`src/rtl/wb_serial_master.sv`:
```
// Byte-stream driven Wishbone master: host frames ('W'/'R' + address [+ data]) become
// single classic bus cycles, answered with 'K', four read data bytes, or 'E' on bus timeout.
module wb_serial_master #(
   parameter int BUS_TIMEOUT  = 1024,
   parameter int BYTE_TIMEOUT = 100000
) (
   input  logic        clk_i,
   input  logic        rst_i,
   output logic        wb_cyc_o,
   output logic        wb_stb_o,
   output logic        wb_we_o,
   output logic [3:0]  wb_sel_o,
   output logic [31:0] wb_adr_o,
   output logic [31:0] wb_dat_o,
   input  logic [31:0] wb_dat_i,
   input  logic        wb_ack_i,
   input  logic        rx_valid_i,
   input  logic [7:0]  rx_data_i,
   output logic        tx_valid_o,
   output logic [7:0]  tx_data_o,
   input  logic        tx_ready_i,
   output logic        busy_o
);

   localparam int BusW = (BUS_TIMEOUT > 2) ? $clog2(BUS_TIMEOUT) : 1;
   localparam int GapW = (BYTE_TIMEOUT > 2) ? $clog2(BYTE_TIMEOUT) : 1;

   localparam logic [7:0] CmdWrite = 8'h57;
   localparam logic [7:0] CmdRead  = 8'h52;
   localparam logic [7:0] RespOk   = 8'h4B;
   localparam logic [7:0] RespErr  = 8'h45;

   typedef enum logic [2:0] {IDLE, ADDR, DATA, BUS, RESP} state_t;

   state_t            state_q;
   logic              cyc_q;
   logic              stb_q;
   logic              we_q;
   logic              err_q;
   logic [31:0]       adr_q;
   logic [31:0]       dat_q;
   logic [31:0]       rdata_q;
   logic [1:0]        cnt_q;
   logic [BusW-1:0]   bus_cnt_q;
   logic [GapW-1:0]   gap_q;
   logic              tx_valid_q;
   logic [7:0]        tx_data_q;

   always_ff @(posedge clk_i or posedge rst_i) begin
      if (rst_i) begin
         state_q    <= IDLE;
         cyc_q      <= 1'b0;
         stb_q      <= 1'b0;
         we_q       <= 1'b0;
         err_q      <= 1'b0;
         adr_q      <= '0;
         dat_q      <= '0;
         rdata_q    <= '0;
         cnt_q      <= '0;
         bus_cnt_q  <= '0;
         gap_q      <= '0;
         tx_valid_q <= 1'b0;
         tx_data_q  <= '0;
      end else begin
         case (state_q)
            IDLE: begin
               if (rx_valid_i && (rx_data_i == CmdWrite || rx_data_i == CmdRead)) begin
                  we_q    <= (rx_data_i == CmdWrite);
                  err_q   <= 1'b0;
                  cnt_q   <= '0;
                  gap_q   <= '0;
                  state_q <= ADDR;
               end
            end
            ADDR: begin
               if (rx_valid_i) begin
                  adr_q <= {adr_q[23:0], rx_data_i};
                  gap_q <= '0;
                  cnt_q <= cnt_q + 2'd1;
                  if (cnt_q == 2'd3) begin
                     if (we_q) begin
                        state_q <= DATA;
                     end else begin
                        state_q   <= BUS;
                        cyc_q     <= 1'b1;
                        stb_q     <= 1'b1;
                        bus_cnt_q <= '0;
                     end
                  end
               end else if (gap_q == GapW'(BYTE_TIMEOUT - 1)) begin
                  state_q <= IDLE;
               end else begin
                  gap_q <= gap_q + 1'b1;
               end
            end
            DATA: begin
               if (rx_valid_i) begin
                  dat_q <= {dat_q[23:0], rx_data_i};
                  gap_q <= '0;
                  cnt_q <= cnt_q + 2'd1;
                  if (cnt_q == 2'd3) begin
                     state_q   <= BUS;
                     cyc_q     <= 1'b1;
                     stb_q     <= 1'b1;
                     bus_cnt_q <= '0;
                  end
               end else if (gap_q == GapW'(BYTE_TIMEOUT - 1)) begin
                  state_q <= IDLE;
               end else begin
                  gap_q <= gap_q + 1'b1;
               end
            end
            BUS: begin
               // ack is checked first so it wins over a timeout expiring in the same cycle
               if (wb_ack_i) begin
                  cyc_q      <= 1'b0;
                  stb_q      <= 1'b0;
                  cnt_q      <= '0;
                  tx_valid_q <= 1'b1;
                  state_q    <= RESP;
                  if (we_q) begin
                     tx_data_q <= RespOk;
                  end else begin
                     rdata_q   <= wb_dat_i;
                     tx_data_q <= wb_dat_i[31:24];
                  end
               end else if (bus_cnt_q == BusW'(BUS_TIMEOUT - 1)) begin
                  cyc_q      <= 1'b0;
                  stb_q      <= 1'b0;
                  err_q      <= 1'b1;
                  cnt_q      <= '0;
                  tx_valid_q <= 1'b1;
                  tx_data_q  <= RespErr;
                  state_q    <= RESP;
               end else begin
                  bus_cnt_q <= bus_cnt_q + 1'b1;
               end
            end
            RESP: begin
               if (tx_ready_i) begin
                  if (we_q || err_q || cnt_q == 2'd3) begin
                     tx_valid_q <= 1'b0;
                     state_q    <= IDLE;
                  end else begin
                     cnt_q <= cnt_q + 2'd1;
                     case (cnt_q)
                        2'd0:    tx_data_q <= rdata_q[23:16];
                        2'd1:    tx_data_q <= rdata_q[15:8];
                        default: tx_data_q <= rdata_q[7:0];
                     endcase
                  end
               end
            end
            default: state_q <= IDLE;
         endcase
      end
   end

   assign wb_cyc_o   = cyc_q;
   assign wb_stb_o   = stb_q;
   assign wb_we_o    = we_q;
   assign wb_sel_o   = 4'hF;
   assign wb_adr_o   = {adr_q[31:2], 2'b00};
   assign wb_dat_o   = dat_q;
   assign tx_valid_o = tx_valid_q;
   assign tx_data_o  = tx_data_q;
   assign busy_o     = (state_q != IDLE);

endmodule

```
`config.mk`:
```
export PLATFORM = sky130hd
export DESIGN_NAME = wb_serial_master
export DESIGN_NICKNAME = d
export VERILOG_FILES = /design/src/rtl/wb_serial_master.sv
export SDC_FILE = /design/constraint.sdc
export NUM_CORES = 1
export LEC_CHECK = 0
export BUFFER_PORTS_ARGS = -buffer_cell sky130_fd_sc_hd__buf_2
export CAP_MARGIN = 40
export CORE_MARGIN = 10
export CORE_UTILIZATION = 50
export CTS_CLUSTER_DIAMETER = 40
export CTS_CLUSTER_SIZE = 30
export DETAILED_ROUTE_END_ITERATION = 10
export GPL_TIMING_DRIVEN = 0
export PLACE_DENSITY_LB_ADDON = 0.08
export SYNTH_ARGS = -nofsm -noshare
export SYNTH_HDL_FRONTEND = slang
export SYNTH_SLANG_ARGS = --single-unit
export TNS_END_PERCENT = 50
```
`constraint.sdc`:
```
create_clock -name clk_i -period 7.8 [get_ports clk_i]
set_clock_uncertainty 0.05 [all_clocks]
set_input_delay 2.34 -clock clk_i [delete_from_list [all_inputs] [get_ports clk_i]]
set_output_delay 2.34 -clock clk_i [all_outputs]
set_load 0.005 [all_outputs]
```
Yosys cells after proc, flatten, opt, wreduce, memory -nomap -nowiden --
Cells that the tools add are included.
Storage, ports and cells: bits of input ports 45, memories kept 0, output and inout bits 81, register bits 132, bits in read-only memories 0, logic and storage cells 122, bits in latches 0, RAM bits 0
Cells by class: multiply operators 0, $lt $le $gt $ge 0, equality and inequality tests 27, div/mod/pow operators 0, $add $sub $neg 3, reductions and logical operators 25, shift-type cells 0, bitwise gates (word level) 1, mux-type cells 54
Operators by type and width (number):
- 10-bit two-way mux | 7
- 17-bit two-way mux | 3
- 8-bit two-way mux | 5
- 17-bit case mux with 2 select lines | 1
- 8-bit case mux with 2 select lines | 2
- 3-bit two-way mux | 10
- 10-bit case mux with 3 select lines | 1
- 2-bit inequality test (second input constant) | 12
- 17-bit by 1-bit adder with 17-bit output (second input constant) | 1
- 17-bit equality test (second input constant) | 1
- 8-bit by 7-bit equality test with 1-bit output (second input constant) | 2
- 3-bit case mux with 5 select lines | 1
- 1-bit two-way mux | 14
- 2-bit two-way mux | 6
- 3-bit inequality test (second input constant) | 4
- 4-bit AND reduction | 3
- 6-bit AND reduction | 2
- 10-bit by 1-bit adder with 10-bit output (second input constant) | 1
- 10-bit equality test (second input constant) | 1
- 2-bit case mux with 4 select lines | 1
- 8-bit AND reduction | 1
- 7-bit AND reduction | 1
- 3-bit by 2-bit equality test with 1-bit output (second input constant) | 2
- 2-bit AND reduction | 3
- 18 further kinds | 25

Depth between registers and ports, before layout --
Gate-level depths: netlist of the first run.
word-level depth 5, mapped depth 8, gate-level depth less buffers 7

Worst setup path before layout of the first run --
Ideal clock, no wire load.
kind input -> register, from in rx_valid_i, to reg gap_q[5], cell stages on the path 8, arrival time 3.615 ns, path buffers 3, required time 7.629 ns, library setup time 0.121 ns, path slack 4.014 ns, path through buf_4 and4b_1 a311oi_2 or3_1 clkbuf_1 buf_4 nor3_1 nor2_1
On the way: cells in the longest elaborated chain, start to end 3, elaborated cells on any way between the ends 6, classes of those cells eq/ne: 2; mux: 2; reduce/logical: 2
Ends and longest elaborated chain:
- start: declaration | line 17 | input logic rx_valid_i,
- 1-bit logical AND | line 67 | if (rx_valid_i && (rx_data_i == CmdWrite || rx_data_i == CmdRead)) begin
- 2-bit inequality test (no source line)
- 3-bit AND reduction (no source line)
- end signal: assignment | line 93 | gap_q <= gap_q + 1'b1;
- end signal: assignment | line 110 | gap_q <= gap_q + 1'b1;
- end: declaration | line 45 | logic [GapW-1:0] gap_q;
Parallel ways exist; a longest one is shown, timed or not. A chain may end at the register's enable or synchronous reset.

Worst setup path in the final report of the first run --
from in rx_data_i[3], to reg gap_q[4]
On the way: cells in the longest elaborated chain, start to end 5, elaborated cells on any way between the ends 6, classes of those cells eq/ne: 3; reduce/logical: 3
Ends and longest elaborated chain:
- start: declaration | line 18 | input logic [7:0] rx_data_i,
- 8-bit by 7-bit equality test with 1-bit output | line 67
- 1-bit logical OR (*) | line 67
- 1-bit logical AND (*) | line 67
- 2-bit inequality test (no source line) (*)
- 3-bit AND reduction (no source line) (*)
Every way passes the cells marked *; elsewhere a longest branch is shown, timed or not.

==> results of run 1 <==
[flip-flops by register name, indices dropped and copies added, names as in the netlist]
| name | cells |
|---|---|
| wb_we_o | 1 |
| wb_stb_o | 1 |
| gap_q | 17 |
| rdata_q | 24 |
| tx_valid_o | 1 |
| err_q | 1 |
| cnt_q | 2 |
| state_q | 3 |
| tx_data_o | 8 |
| adr_q | 32 |
| wb_dat_o | 32 |
| bus_cnt_q | 10 |
[power by group]
group          internal (uW)  switching (uW)
Combinational            546             458
Sequential               925             174
Clock                    489             304
[layout make-up]
cell class                 count  area (sq um)  share of cell area
tap                          172         215.2             0.02756
timing repair buffer         119         618.1             0.07915
sequential                   132          3303              0.4230
multi-input combinational    334          2601              0.3331
inverter                      13         53.80            0.006890
buffer                        63         430.4             0.05512
clock inverter                11         126.4             0.01618
clock buffer                  21         460.4             0.05896
[per-stage QoR]
stage | utilization | cells | setup WS, ps | cell area [sq um]
final | 0.6213 | 865 | 4019 | 7809
after detailed placement | 0.5746 | 833 | 3576 | 7222
after CTS | 0.6213 | 865 | 4011 | 7809
after global placement | 0.5720 | 832 | 430.4 | 7189
after global routing | 0.6213 | 865 | 3895 | 7809
after floorplan | - | 542 | 1884 | 6384
[worst paths after layout]
kind / start / end / slack [ps] / cells past startpoint
hold reg to reg: gap_q[16]$_DFFE_PP0P_ / gap_q[16]$_DFFE_PP0P_ / 430 / 1
hold / removal: gap_q[16]$_DFFE_PP0P_ / gap_q[16]$_DFFE_PP0P_ / 430 / 1
min in group asynchronous: rst_i / wb_dat_o[18]$_DFFE_PP0P_ / 1950 / 2
setup / recovery: rx_data_i[3] / gap_q[4]$_DFFE_PP0P_ / 4020 / 8
max in group asynchronous: rst_i / bus_cnt_q[2]$_DFFE_PP0P_ / 5000 / 3
setup reg to reg: gap_q[0]$_DFFE_PP0P_ / state_q[0]$_DFFE_PP0P_ / 5610 / 5
[cells by family after synthesis]
group | after synthesis | share of synthesized area
DFF | 132 | 0.5187
and+or+nand+nor | 115 | 0.1071
AOI/OAI and AO/OA | 111 | 0.1187
muxes | 92 | 0.1625
buffers and inverters | 76 | 0.07525
adders and majority gates | 5 | 0.009823
xor gates and xnor gates | 5 | 0.006876
other | 2 | 0.001179
[layout by cell type, fill, tap and decap left out, types with 6 or more instances in the layout]
cell / n
inv_1: 12
o21ai_0: 22
dfrtp_1: 132
a21oi_1: 22
o31ai_1: 13
buf_4: 42
nand4_1: 6
conb_1: 6
nand2_1: 26
nand3_1: 16
buf_2: 128
clkbuf_16: 17
mux2_2: 91
clkbuf_1: 9
nor2_1: 21
a31oi_1: 8
[routing by layer]
| metal | vias to the layer above | track usage | routed length (microns) |
|---|---|---|---|
| met5 | - | 0 | 0 |
| met4 | 0 | 0.07457 | 315 |
| met3 | 23 | 0.05413 | 802 |
| met2 | 107 | 0.2651 | 7001 |
| met1 | 2266 | 0.2071 | 6601 |
| li1 | 2198 | - | - |
[Yosys cell counts (2+ instances only)]
cell | n | share of area
nand4_1 | 6 | 0.0059
a22oi_1 | 5 | 0.0059
nor2_1 | 21 | 0.012
or4_1 | 5 | 0.0059
nor2b_1 | 2 | 0.0020
o211ai_1 | 4 | 0.0047
a21oi_2 | 5 | 0.0069
nor3_1 | 5 | 0.0039
dfrtp_1 | 132 | 0.52
buf_4 | 42 | 0.050
and2_1 | 3 | 0.0029
or2_2 | 2 | 0.0020
nor3_2 | 2 | 0.0031
a221o_1 | 2 | 0.0031
o31ai_1 | 13 | 0.015
clkbuf_1 | 7 | 0.0041
nand4_2 | 2 | 0.0039
buf_6 | 3 | 0.0053
or3_1 | 4 | 0.0039
a21o_1 | 2 | 0.0024
buf_2 | 10 | 0.0079
a31oi_1 | 8 | 0.0079
and4_1 | 2 | 0.0028
o21ai_1 | 5 | 0.0039
a21oi_1 | 22 | 0.017
conb_1 | 2 | 0.0012
a41oi_1 | 2 | 0.0028
o311ai_0 | 2 | 0.0028
xor2_1 | 4 | 0.0055
nand2_1 | 26 | 0.015
o21ai_0 | 22 | 0.017
ha_1 | 5 | 0.0098
a22o_1 | 5 | 0.0069
o21a_1 | 3 | 0.0035
inv_1 | 13 | 0.0077
mux2_2 | 91 | 0.16
nand3_1 | 16 | 0.013
and3_1 | 2 | 0.0020
and4bb_2 | 2 | 0.0039
a32o_1 | 2 | 0.0031
a211oi_1 | 2 | 0.0024
[critical path, cell delays in order]
cell      delay, ps
buf_2           110
nor3b_1         370
a311oi_2        240
or3_1           350
clkbuf_1        170
buf_4           200
o21ai_1         140
o31ai_1          90
==> impl_metrics.py, run 1 <==
metrics = {
    "outcome": {
        "outcome": "finished, final reports clean",
    },
    "global_routing": {
        "antenna_found_initial": 0,
        "grt_pass1_vias": 4870,
        "grt_overflow_total": 0,
        "grt_usage": 0.1685,
        "grt_pass1_wl_microns": 24500,
        "grt_max_degree": 70,
    },
    "yosys": {
        "synth_seq_area_share": 0.5187,
        "yosys_warnings": 0,
        "async_reset_ff_frac": 1.000,
        "ys_types": 66,
        "ys_seq_elements": 132,
        "synth_area_sq_um": 6369,
        "syn_area_per_cell_sq_um": 11.84,
        "synth-main-ff-cell": "dfrtp_1",
        "syn_inst": 538,
        "synth_edf_count": 0,
    },
    "die": {
        "core_sq_um": 12570,
        "initial_core_util": 0.5067,
        "die_h_microns": 132.9,
        "io_pins": 126,
        "chipWidth_microns": 132.9,
        "dieArea_sq_um": 17650,
        "rows": 41,
    },
    "timing": {
        "finalMaxSlewViolations": 0,
        "period_needed_ps": 3781,
        "setup_viol": 0,
        "slew_headroom": 0.4331,
        "holdWs_ps": 425.7,
        "rsz0062_at_grt": "false",
        "setup_tns_ps": 0,
        "hold_viol": 0,
        "max_freq_mhz": 264.5,
        "tightestPinTransition_ps": 843.8,
        "fin_crit_sh": 0.4847,
    },
    "clock_network": {
        "cts_root_buffer": "clkbuf_16",
        "cts_buffer_depth": 2,
        "post_cts_buffers": 0,
        "cts.clk_slew.worst_paths_ps": 60,
        "clk-insertion-delay-late_ps": 420,
        "htreeDepth": 4,
        "numCtsBuffers": 17,
        "cts_resized": 0,
        "cts_tree": "done",
        "hold_buffers": 0,
        "cts_num_sinks": 132,
    },
    "drt": {
        "wire_per_inst_microns": 17.02,
        "drc": 0,
        "via_count": 4594,
        "drt_iter0_drc": 196,
        "vias_per_cell": 5.311,
        "first_pass_iters": 4,
        "ant_nets": 0,
        "wl_microns": 14720,
    },
    "critical_path": {
        "critical_path_class": "input pin to flop",
        "worstSetupStartpointType": "input pin",
        "arrival_ps": 4010,
        "critPathRequiredTime_ps": 8030,
        "critPathMaxFanout": 10,
        "cp-end-kind": "flop",
    },
    "power_and_ir_drop": {
        "total_leakage_power_uw": 0.003696,
        "max-vdd-ir-drop_mv": 0.2504,
        "power.density_nw_per_um2": 370.9,
        "fin_total_pwr_uw": 2896,
    },
    "final_layout": {
        "diodes": 0,
        "synthToLayoutAreaGrowth_pct": 22.61,
        "drive_gt1_frac": 0.4632,
        "nets": 730,
        "n_fill_cell": 1035,
    },
    "place": {
        "dp_hpwl_microns": 10830,
        "gp_congestion": 0.8476,
        "io_buffers": 118,
    },
    "flow_run": {
        "maxCapViolCount": 0,
    },
    "worst_hold_path": {
        "hold_class": "flop to flop",
    },
}
Note: power is estimated with default switching activity, not from simulation.
==> inputs of run 2 (changes only) <==
==> constraint.sdc (replaced) <==
create_clock -name clk_i -period 3.8 [get_ports clk_i]
set_clock_uncertainty 0.05 [all_clocks]
set_input_delay 1.14 -clock clk_i [delete_from_list [all_inputs] [get_ports clk_i]]
set_output_delay 1.14 -clock clk_i [all_outputs]
set_load 0.005 [all_outputs]
==> impl_metrics.py, run 2 (synthesis results as in run 1) <==
metrics = {
    "worst_hold_path": {
        "hold_class": "flop to flop",
    },
    "global_routing": {
        "grt_overflow_total": 0,
        "grt_max_degree": 38,
        "antenna_found_initial": 0,
        "grt_pass1_vias": 4881,
        "grt_pass1_wl_microns": 24780,
        "grt_usage": 0.1703,
    },
    "drt": {
        "wl_microns": 14700,
        "first_pass_iters": 4,
        "drt_iter0_drc": 253,
        "drc": 0,
        "wire_per_inst_microns": 16.98,
        "via_count": 4588,
        "vias_per_cell": 5.298,
        "ant_nets": 0,
    },
    "die": {
        "rows": 41,
        "io_pins": 126,
        "core_sq_um": 12570,
        "chipWidth_microns": 132.9,
        "dieArea_sq_um": 17650,
        "die_h_microns": 132.9,
        "initial_core_util": 0.5067,
    },
    "clock_network": {
        "cts_buffer_depth": 2,
        "hold_buffers": 0,
        "cts_num_sinks": 132,
        "post_cts_buffers": 0,
        "cts_root_buffer": "clkbuf_16",
        "cts.clk_slew.worst_paths_ps": 60,
        "clk-insertion-delay-late_ps": 410,
        "htreeDepth": 4,
        "numCtsBuffers": 17,
        "cts_tree": "done",
        "cts_resized": 0,
    },
    "final_layout": {
        "final_util": 0.6201,
        "n_fill_cell": 1027,
        "diodes": 0,
        "drive_gt1_frac": 0.4654,
        "nets": 732,
        "synthToLayoutAreaGrowth_pct": 22.38,
        "stdcell_area_sq_um": 7794,
        "mostFrequentLayoutCells": "dfrtp_1, buf_2, mux2_2, buf_4, nand2_1",
        "final_common_cell": "dfrtp_1",
    },
    "power_and_ir_drop": {
        "max-vdd-ir-drop_mv": 0.3797,
        "fin_total_pwr_uw": 5815,
        "power.density_nw_per_um2": 746.1,
        "total_leakage_power_uw": 0.003677,
    },
    "critical_path": {
        "path_cells": "buf_4, inv_1, nand3_1, buf_2",
        "critPathRequiredTime_ps": 2610,
        "critPathMaxFanout": 10,
        "path_delay_family": "buffers and inverters",
        "arrival_ps": 1410,
        "critical_path_class": "flop to output pin",
        "cpPeakStageDelay_ps": 350,
        "worstSetupStartpointType": "flop",
        "slowest_stage": "dfrtp_1",
        "cp-end-kind": "output pin",
        "critPathBufInv": 3,
    },
    "timing": {
        "period_needed_ps": 2597,
        "setup_tns_ps": 0,
        "tightestPinTransition_ps": 869.0,
        "hold_viol": 0,
        "fin_crit_sh": 0.6835,
        "finalMaxSlewViolations": 0,
        "slew_headroom": 0.4162,
        "holdWs_ps": 419.0,
        "rsz0062_at_grt": "false",
        "max_freq_mhz": 385.0,
        "setup_viol": 0,
    },
    "place": {
        "dpl_cell_area_sq_um": 7253,
        "gp_congestion": 0.8480,
        "io_buffers": 118,
        "dp_hpwl_microns": 11080,
    },
    "outcome": {
        "outcome": "finished, final reports clean",
    },
    "flow_run": {
        "maxCapViolCount": 0,
    },
}
-- run 2: cell types whose count changed in the layout (fill, tap and decap cells not counted) --
cell,previous run,this run
buf_16,1,0
clkbuf_1,9,8
clkbuf_8,2,0
buf_12,0,3
bufinv_16,2,1
clkinvlp_4,1,5
clkinv_4,3,2
clkinv_2,3,5
inv_6,3,1
-- run 2: stage by stage --
step / std cells / setup slack (ps)
CTS: 866 / 1183
global placement: 832 / 145.7
finish: 866 / 1203
floorplan: 542 / 972.8
global route: 866 / 1124
detailed placement: 835 / 820.8
-- run 2: routing by layer --
metal  wire length, microns  global-route usage  share of wire  vias to the layer above
met5                      0                   0              0                        -
met4                    146             0.05746         0.0099                        0
met3                    891             0.06056          0.061                       11
met2                   7258              0.2803           0.49                      113
met1                   6407              0.2021           0.44                     2257
li1                       -                   -              -                     2207
-- run 2: final cells by class --
type / count / area (sq um) / area share
clock inverters: 13 / 111.4 / 0.01429
repair buffers: 121 / 650.6 / 0.08348
clock buffers: 18 / 429.2 / 0.05507
well taps: 172 / 215.2 / 0.02761
plain buffers: 63 / 430.4 / 0.05523
flip-flops and latches: 132 / 3303 / 0.4238
multi-input cells: 334 / 2601 / 0.3338
inverters: 13 / 52.55 / 0.006743
-- run 2: final timing paths --
check / from / end / depth (start not counted) / slack, ps
max: state_q[0]$_DFFE_PP0P_ / busy_o / 4 / 1200
max in group asynchronous: rst_i / rdata_q[4]$_DFFE_PP0P_ / 4 / 2040
max reg2reg: cnt_q[0]$_DFFE_PP0P_ / tx_data_o[2]$_DFFE_PP0P_ / 5 / 1650
min: gap_q[16]$_DFFE_PP0P_ / gap_q[16]$_DFFE_PP0P_ / 1 / 420
min reg2reg: gap_q[16]$_DFFE_PP0P_ / gap_q[16]$_DFFE_PP0P_ / 1 / 420
min in group asynchronous: rst_i / adr_q[26]$_DFFE_PP0P_ / 2 / 800
-- run 2: power breakdown --
part           total (uW)  internal [uW]  switching [uW]
logic                2070           1120             941
clock network        1490            891             600
registers            2260           1900             359
